[src/rtl/csa_accum_sequencer_pkg.sv]
// Shared SFU definitions: accumulator sequencer state encoding and width helper.
package csa_accum_sequencer_pkg;

  typedef enum logic [1:0] {
    SFU_IDLE    = 2'd0,
    SFU_ACCUM   = 2'd1,
    SFU_RESOLVE = 2'd2,
    SFU_OUTPUT  = 2'd3
  } sfu_state_e;

  function automatic int acc_width(input int op_width, input int guard_bits);
    return op_width + guard_bits;
  endfunction

endpackage

[src/rtl/csa_accum_sequencer_if.sv]
// Operand stream in, result stream out, for the SFU carry-save accumulator.
// Handshake: a transfer happens on a rising edge where valid and ready are both 1;
// the producer holds valid and payload until that edge, and ready never depends on valid.
interface csa_accum_sequencer_if #(
  parameter int OP_WIDTH   = 8,
  parameter int GUARD_BITS = 4,
  parameter int CNT_WIDTH  = 8
);
  import csa_accum_sequencer_pkg::*;
  localparam int ACC_WIDTH = acc_width(OP_WIDTH, GUARD_BITS);

  logic                 in_valid;
  logic                 in_ready;
  logic [OP_WIDTH-1:0]  in_op_a;
  logic [OP_WIDTH-1:0]  in_op_b;
  logic [1:0]           in_mask;
  logic                 in_signed;
  logic                 in_last;
  logic                 out_valid;
  logic                 out_ready;
  logic [ACC_WIDTH-1:0] out_sum;
  logic [CNT_WIDTH-1:0] out_count;
  logic                 out_overflow;

  modport master (
    output in_valid, in_op_a, in_op_b, in_mask, in_signed, in_last, out_ready,
    input  in_ready, out_valid, out_sum, out_count, out_overflow
  );

  modport slave (
    input  in_valid, in_op_a, in_op_b, in_mask, in_signed, in_last, out_ready,
    output in_ready, out_valid, out_sum, out_count, out_overflow
  );

endinterface

[src/rtl/csa_42_compress.sv]
// 4:2 carry-save compressor built from two full-adder rows; sum + carry == a + b + c + d.
module csa_42_compress #(
  parameter int OP_WIDTH = 12
) (
  input  logic [OP_WIDTH-1:0] a,
  input  logic [OP_WIDTH-1:0] b,
  input  logic [OP_WIDTH-1:0] c,
  input  logic [OP_WIDTH-1:0] d,
  output logic [OP_WIDTH:0]   sum,
  output logic [OP_WIDTH:0]   carry
);

  logic [OP_WIDTH-1:0] maj1;
  logic [OP_WIDTH:0]   t1;
  logic [OP_WIDTH:0]   w1;
  logic [OP_WIDTH:0]   m1;
  logic [OP_WIDTH-1:0] maj2;

  assign t1   = {1'b0, a ^ b ^ c};
  assign maj1 = (a & b) | (a & c) | (b & c);
  assign m1   = {maj1, 1'b0};
  assign w1   = {1'b0, d};

  // Bit OP_WIDTH of t1/w1 is always 0, so the second row never carries out of OP_WIDTH+1 bits.
  assign maj2 = (t1[OP_WIDTH-1:0] & w1[OP_WIDTH-1:0]) |
                (t1[OP_WIDTH-1:0] & m1[OP_WIDTH-1:0]) |
                (w1[OP_WIDTH-1:0] & m1[OP_WIDTH-1:0]);

  assign sum   = t1 ^ w1 ^ m1;
  assign carry = {maj2, 1'b0};

endmodule

[src/rtl/csa_accum_sequencer.sv]
// Multi-operand accumulator: folds operand pairs into a carry-save pair, resolves once per packet.
module csa_accum_sequencer
  import csa_accum_sequencer_pkg::*;
#(
  parameter int OP_WIDTH   = 8,
  parameter int GUARD_BITS = 4,
  parameter int CNT_WIDTH  = 8
) (
  input  logic                        clock,
  input  logic                        reset,
  csa_accum_sequencer_if.slave        bus,
  output logic [1:0]                  dbg_state
);

  localparam int ACC_WIDTH = acc_width(OP_WIDTH, GUARD_BITS);

  localparam logic [1:0] IDLE    = SFU_IDLE;
  localparam logic [1:0] ACCUM   = SFU_ACCUM;
  localparam logic [1:0] RESOLVE = SFU_RESOLVE;
  localparam logic [1:0] OUTPUT  = SFU_OUTPUT;

  localparam logic [CNT_WIDTH:0] OVF_LIMIT = (CNT_WIDTH+1)'(1) << GUARD_BITS;

  logic [1:0]           state;
  logic [ACC_WIDTH-1:0] s_reg;
  logic [ACC_WIDTH-1:0] c_reg;
  logic [CNT_WIDTH-1:0] count;
  logic                 signed_q;
  logic [ACC_WIDTH-1:0] sum_q;
  logic                 ovf_q;
  logic                 valid_q;

  logic                 accepting;
  logic                 beat;
  logic                 eff_signed;
  logic [ACC_WIDTH-1:0] ext_a;
  logic [ACC_WIDTH-1:0] ext_b;
  logic [ACC_WIDTH:0]   cmp_s;
  logic [ACC_WIDTH:0]   cmp_c;
  logic [ACC_WIDTH-1:0] fold_s;
  logic [ACC_WIDTH-1:0] fold_c;
  logic [1:0]           pop;
  logic [CNT_WIDTH:0]   cnt_sum;
  logic [CNT_WIDTH-1:0] count_next;

  assign accepting = (state == IDLE) || (state == ACCUM);
  assign beat      = bus.in_valid && accepting;

  // The signed flag belongs to the packet: the first beat uses the live input, later beats the latch.
  assign eff_signed = (state == IDLE) ? bus.in_signed : signed_q;

  assign ext_a = {{GUARD_BITS{eff_signed & bus.in_op_a[OP_WIDTH-1]}}, bus.in_op_a}
                 & {ACC_WIDTH{bus.in_mask[0]}};
  assign ext_b = {{GUARD_BITS{eff_signed & bus.in_op_b[OP_WIDTH-1]}}, bus.in_op_b}
                 & {ACC_WIDTH{bus.in_mask[1]}};

  csa_42_compress #(.OP_WIDTH(ACC_WIDTH)) u_compress (
    .a     (ext_a),
    .b     (ext_b),
    .c     (s_reg),
    .d     (c_reg),
    .sum   (cmp_s),
    .carry (cmp_c)
  );

  // The total is defined modulo 2^ACC_WIDTH, so the compressor's extra MSB is dropped.
  assign fold_s = cmp_s[ACC_WIDTH-1:0];
  assign fold_c = cmp_c[ACC_WIDTH-1:0];

  logic unused_cmp_msbs;
  assign unused_cmp_msbs = cmp_s[ACC_WIDTH] ^ cmp_c[ACC_WIDTH];

  assign pop        = {1'b0, bus.in_mask[0]} + {1'b0, bus.in_mask[1]};
  assign cnt_sum    = {1'b0, count} + (CNT_WIDTH+1)'(pop);
  assign count_next = cnt_sum[CNT_WIDTH] ? {CNT_WIDTH{1'b1}} : cnt_sum[CNT_WIDTH-1:0];

  always_ff @(posedge clock) begin
    if (reset) begin
      state    <= IDLE;
      s_reg    <= '0;
      c_reg    <= '0;
      count    <= '0;
      signed_q <= 1'b0;
      sum_q    <= '0;
      ovf_q    <= 1'b0;
      valid_q  <= 1'b0;
    end else begin
      case (state)
        IDLE, ACCUM: begin
          if (beat) begin
            s_reg <= fold_s;
            c_reg <= fold_c;
            count <= count_next;
            if (state == IDLE) signed_q <= bus.in_signed;
            state <= bus.in_last ? RESOLVE : ACCUM;
          end
        end
        RESOLVE: begin
          sum_q   <= s_reg + c_reg;
          ovf_q   <= ({1'b0, count} > OVF_LIMIT);
          valid_q <= 1'b1;
          state   <= OUTPUT;
        end
        OUTPUT: begin
          if (bus.out_ready) begin
            s_reg   <= '0;
            c_reg   <= '0;
            count   <= '0;
            ovf_q   <= 1'b0;
            valid_q <= 1'b0;
            state   <= IDLE;
          end
        end
        default: state <= IDLE;
      endcase
    end
  end

  assign bus.in_ready     = accepting;
  assign bus.out_valid    = valid_q;
  assign bus.out_sum      = sum_q;
  assign bus.out_count    = count;
  assign bus.out_overflow = ovf_q;
  assign dbg_state        = state;

endmodule

[src/flat_wrapper.sv]
// flat-port wrapper written by rule: the top's interface ports become plain ports
module csa_accum_sequencer_flat import csa_accum_sequencer_pkg::*;
#(
  parameter int OP_WIDTH   = 8,
  parameter int GUARD_BITS = 4,
  parameter int CNT_WIDTH  = 8
)
  (clock, reset, dbg_state, bus_in_valid, bus_in_op_a, bus_in_op_b, bus_in_mask, bus_in_signed, bus_in_last, bus_out_ready, bus_in_ready, bus_out_valid, bus_out_sum, bus_out_count, bus_out_overflow);
  csa_accum_sequencer_if #(.OP_WIDTH(OP_WIDTH), .GUARD_BITS(GUARD_BITS), .CNT_WIDTH(CNT_WIDTH)) bus_i ();
  input  logic clock;
  input  logic reset;
  output logic [1:0] dbg_state;
  input wire logic [$bits(bus_i.in_valid)-1:0] bus_in_valid;
  input wire logic [$bits(bus_i.in_op_a)-1:0] bus_in_op_a;
  input wire logic [$bits(bus_i.in_op_b)-1:0] bus_in_op_b;
  input wire logic [$bits(bus_i.in_mask)-1:0] bus_in_mask;
  input wire logic [$bits(bus_i.in_signed)-1:0] bus_in_signed;
  input wire logic [$bits(bus_i.in_last)-1:0] bus_in_last;
  input wire logic [$bits(bus_i.out_ready)-1:0] bus_out_ready;
  output wire logic [$bits(bus_i.in_ready)-1:0] bus_in_ready;
  output wire logic [$bits(bus_i.out_valid)-1:0] bus_out_valid;
  output wire logic [$bits(bus_i.out_sum)-1:0] bus_out_sum;
  output wire logic [$bits(bus_i.out_count)-1:0] bus_out_count;
  output wire logic [$bits(bus_i.out_overflow)-1:0] bus_out_overflow;
  assign bus_i.in_valid = bus_in_valid;
  assign bus_i.in_op_a = bus_in_op_a;
  assign bus_i.in_op_b = bus_in_op_b;
  assign bus_i.in_mask = bus_in_mask;
  assign bus_i.in_signed = bus_in_signed;
  assign bus_i.in_last = bus_in_last;
  assign bus_i.out_ready = bus_out_ready;
  assign bus_in_ready = bus_i.in_ready;
  assign bus_out_valid = bus_i.out_valid;
  assign bus_out_sum = bus_i.out_sum;
  assign bus_out_count = bus_i.out_count;
  assign bus_out_overflow = bus_i.out_overflow;
  csa_accum_sequencer #(.OP_WIDTH(OP_WIDTH), .GUARD_BITS(GUARD_BITS), .CNT_WIDTH(CNT_WIDTH)) u_core (.clock(clock), .reset(reset), .bus(bus_i), .dbg_state(dbg_state));
endmodule
[config.mk]
export PLATFORM = sky130hd
export DESIGN_NAME = csa_accum_sequencer_flat
export DESIGN_NICKNAME = d
export VERILOG_FILES = /design/src/rtl/csa_accum_sequencer_pkg.sv /design/src/rtl/csa_accum_sequencer_if.sv /design/src/rtl/csa_42_compress.sv /design/src/rtl/csa_accum_sequencer.sv /design/src/flat_wrapper.sv
export SDC_FILE = /design/constraint.sdc
export NUM_CORES = 1
export LEC_CHECK = 0
export CORE_MARGIN = 10
export CORE_UTILIZATION = 57
export CTS_CLUSTER_DIAMETER = 40
export DETAILED_ROUTE_END_ITERATION = 8
export PLACE_DENSITY_LB_ADDON = 0.25
export SLEW_MARGIN = 20
export SYNTH_ARGS = -nofsm -noshare
export SYNTH_HDL_FRONTEND = slang
export SYNTH_SLANG_ARGS = --single-unit
[constraint.sdc]
create_clock -name clock -period 4.3 [get_ports clock]
set_input_delay 1.29 -clock clock [delete_from_list [all_inputs] [get_ports clock]]
set_output_delay 1.29 -clock clock [all_outputs]
set_load 0.01 [all_outputs]
==> flow_summary.json <==
{
  "max_stage_delay_ns": 0.59,
  "die_x_um": 90.9,
  "power.total_mw": 1.02,
  "synthTopCellsByCount": "dfxtp_1, nor2_1, nand2_1",
  "regToRegStartpoint": "u_core.dbg_state[1]",
  "vias": 2519,
  "cp.arrival_ns": 3.76,
  "syn_to_final_growth_pct": 21.9,
  "ys_warn_count": 0,
  "rrSetupSlack_ns": 1.70,
  "cts_made_buffers": 5,
  "htree_levels": 2,
  "timing.fmax_mhz": 280,
  "setup_violations": 0,
  "reg2reg_depth": 7,
  "core_um2": 4790,
  "rows": 25,
  "antenna_found_initial": 0,
  "setup_tns_ns": 0,
  "clock-sinks": 47,
  "worst-path-max-fanout": 5,
  "place_congestion": 0.906,
  "hold_path_class": "flop to flop",
  "dieArea_um2": 8270,
  "period_minus_slack_ns": 3.57,
  "synth_most_common_cell": "dfxtp_1",
  "netlist-cell-type-count": 44,
  "ir_drop_mv": 0.197,
  "min_period_over_period_pct": 83.1,
  "fin_worst_skew_ns": 0.0104,
  "drt_iter0_drc": 143,
  "p_per_area_nw_per_um2": 291,
  "finalHoldViolations": 0,
  "synth.cell_area_um2": 2870,
  "antenna_left": 0,
  "synth_flop_cell": "dfxtp_1",
  "critPathKind": "input pin to flop",
  "drive_gt1_share_pct": 5.46,
  "synth.area.top_cells": "dfxtp_1, fa_1, a22oi_1, ha_1, nor2_1",
  "firstDrtPassIters": 4,
  "syn_inst": 321,
  "synth_top_area_share_pct": 32.8,
  "port-buffer-count": 48,
  "worstPathCellList": "clkdlybuf4s50_1 > and2_1 > nor2b_1 > fa_1 > fa_1 > a22oi_1 > nor2_1",
  "ys_ff_latch": 47,
  "dpl.hpwl_um": 5290,
  "grt_pass1_wl_um": 11800,
  "antenna_cells": 0,
  "r2r-end": "u_core.s_reg[9]",
  "cts-root-buf": "clkbuf_8",
  "required_ns": 4.48,
  "ctsHoldBuffers": 0,
  "ctsResizeCount": 0,
  "grt_max_degree": 26,
  "grt_overflow": 0,
  "grt_pass1_vias": 2506,
  "synth-edff-count": 0,
  "min_from": "u_core.bus.out_sum[0]",
  "postCtsSetupRepairBufs": 0,
  "cp-startpoint": "bus_in_mask[0]",
  "yosysTopAreaCell": "dfxtp_1",
  "tightest_slew_ns": 0.963,
  "start_util_pct": 59.9,
  "finalNetCount": 424,
  "clk_latency_ns": 0.30,
  "max_cap_violations": 0,
  "clk_pin_slew_ns": 0.08,
  "crit_end": "u_core.s_reg[9]",
  "die_h_um": 90.9,
  "crit_top_cell": "fa_1",
  "yosysSeqAreaShare_pct": 32.8,
  "synth.avg_cell_area_um2": 8.93,
  "wl_um": 6970,
  "globalRouteTotalUtil_pct": 17.0,
  "startpoint_type": "input pin",
  "wl_per_cell_um": 16.1,
  "timing.slew.headroom_pct": 35.8,
  "drc": 0,
  "fillers": 378,
  "status": "completed",
  "end_kind": "flop",
  "slew_viol_final": 0,
  "leakagePower_nw": 1.38,
  "async_reset_ff_share_pct": 0,
  "synth_nets": 379,
  "cts_tree": "yes",
  "vias_per_cell": 5.82,
  "io_pins": 49,
  "clockBufferDepth": 2,
  "rsz0062_at_grt": "false",
  "slowest_stage": "clkdlybuf4s50_1"
}
how the worst min path moves through the flow:
| stage | endpoint | slack, ns | cells after the start |
|---|---|---|---|
| 6_report | u_core.bus.out_sum[0] | 0.46 | 2 |
| 5_1_grt | u_core.bus.out_valid | 0.49 | 2 |
| 4_1_cts | u_core.bus.out_sum[0] | 0.46 | 2 |
| 3_5_place_dp | u_core.bus.out_sum[0] | 0.45 | 2 |
| 3_3_place_gp | u_core.bus.out_sum[0] | 0.44 | 2 |
| 2_1_floorplan | u_core.signed_q | 0.44 | 2 |
cells by family (layout without fill, tap and decap cells):
family / count (synthesis) / in the layout / share of synthesized area, %
multiplexers: 2 / 2 / 0.698
buffers and inverters: 26 / 71 / 4.19
adder cells (fa/ha/maj): 34 / 34 / 20.6
XOR/XNOR: 4 / 4 / 1.22
AO/OA/AOI/OAI: 85 / 85 / 19.2
AND/OR/NAND/NOR: 123 / 123 / 21.3
flip-flops: 47 / 47 / 32.8
placed cells by master (no fill, tap or decap), types with 5 or more instances in the layout:
| master | n |
|---|---|
| dfxtp_1 | 47 |
| o21ai_0 | 11 |
| nand2_1 | 34 |
| a21oi_1 | 23 |
| a211oi_1 | 7 |
| clkbuf_8 | 5 |
| nor2_1 | 35 |
| nor4b_1 | 5 |
| clkdlybuf4s50_1 | 48 |
| and2_1 | 14 |
| a31oi_1 | 5 |
| ha_1 | 12 |
| buf_4 | 5 |
| a22oi_1 | 21 |
| o21ai_1 | 5 |
| fa_1 | 22 |
| inv_1 | 11 |
| nand3_1 | 7 |
area by class of cell:
| type | count | area [um^2] | area share (%) |
|---|---|---|---|
| tap | 67 | 83.8 | 2.40 |
| clock buffer | 6 | 72.6 | 2.08 |
| inverter | 11 | 41.3 | 1.18 |
| sequential | 47 | 941 | 26.9 |
| multi-input combinational | 248 | 1810 | 51.8 |
| clock inverter | 1 | 30.0 | 0.859 |
| timing repair buffer | 53 | 518 | 14.8 |
per-layer routing:
metal | vias up | wire, um | part of all wire [%] | GRT usage [%]
li1 | 1223 | - | - | -
met1 | 1215 | 3010 | 43 | 20.3
met3 | 9 | 412 | 5.9 | 4.36
met4 | 0 | 106 | 1.5 | 5.22
met2 | 72 | 3440 | 49 | 29.2
met5 | - | 0 | 0 | 0
report_power, final:
group	switching, mW	total, mW	internal, mW	leakage [nW]
Clock	0.146	0.316	0.171	0.0513
Sequential	0.0248	0.482	0.457	0.382
Combinational	0.116	0.220	0.104	0.944
Total	0.286	1.02	0.732	1.38
worst max-delay path, delay by kind of cell:
kind                       cells  cell delay (ns)
buffers and inverters          1             0.59
AOI/OAI and AO/OA              1             0.18
adders and majority gates      2             1.00
and+or+nand+nor                3             0.69
per-stage QoR:
step / instances / hold WS (ns) / util (%) / area, um^2 / worst slack [ns]
2_1_floorplan: 321 / 0.436 / - / 2870 / 1.20
3_3_place_gp: 426 / 0.442 / 70.9 / 3390 / 0.485
3_5_place_dp: 426 / 0.449 / 70.9 / 3390 / 0.386
4_1_cts: 433 / 0.460 / 73.0 / 3500 / 0.695
5_1_grt: 433 / 0.493 / 73.0 / 3500 / 0.556
6_report: 433 / 0.456 / 73.0 / 3500 / 0.726
(Power assumes the default switching activity.)
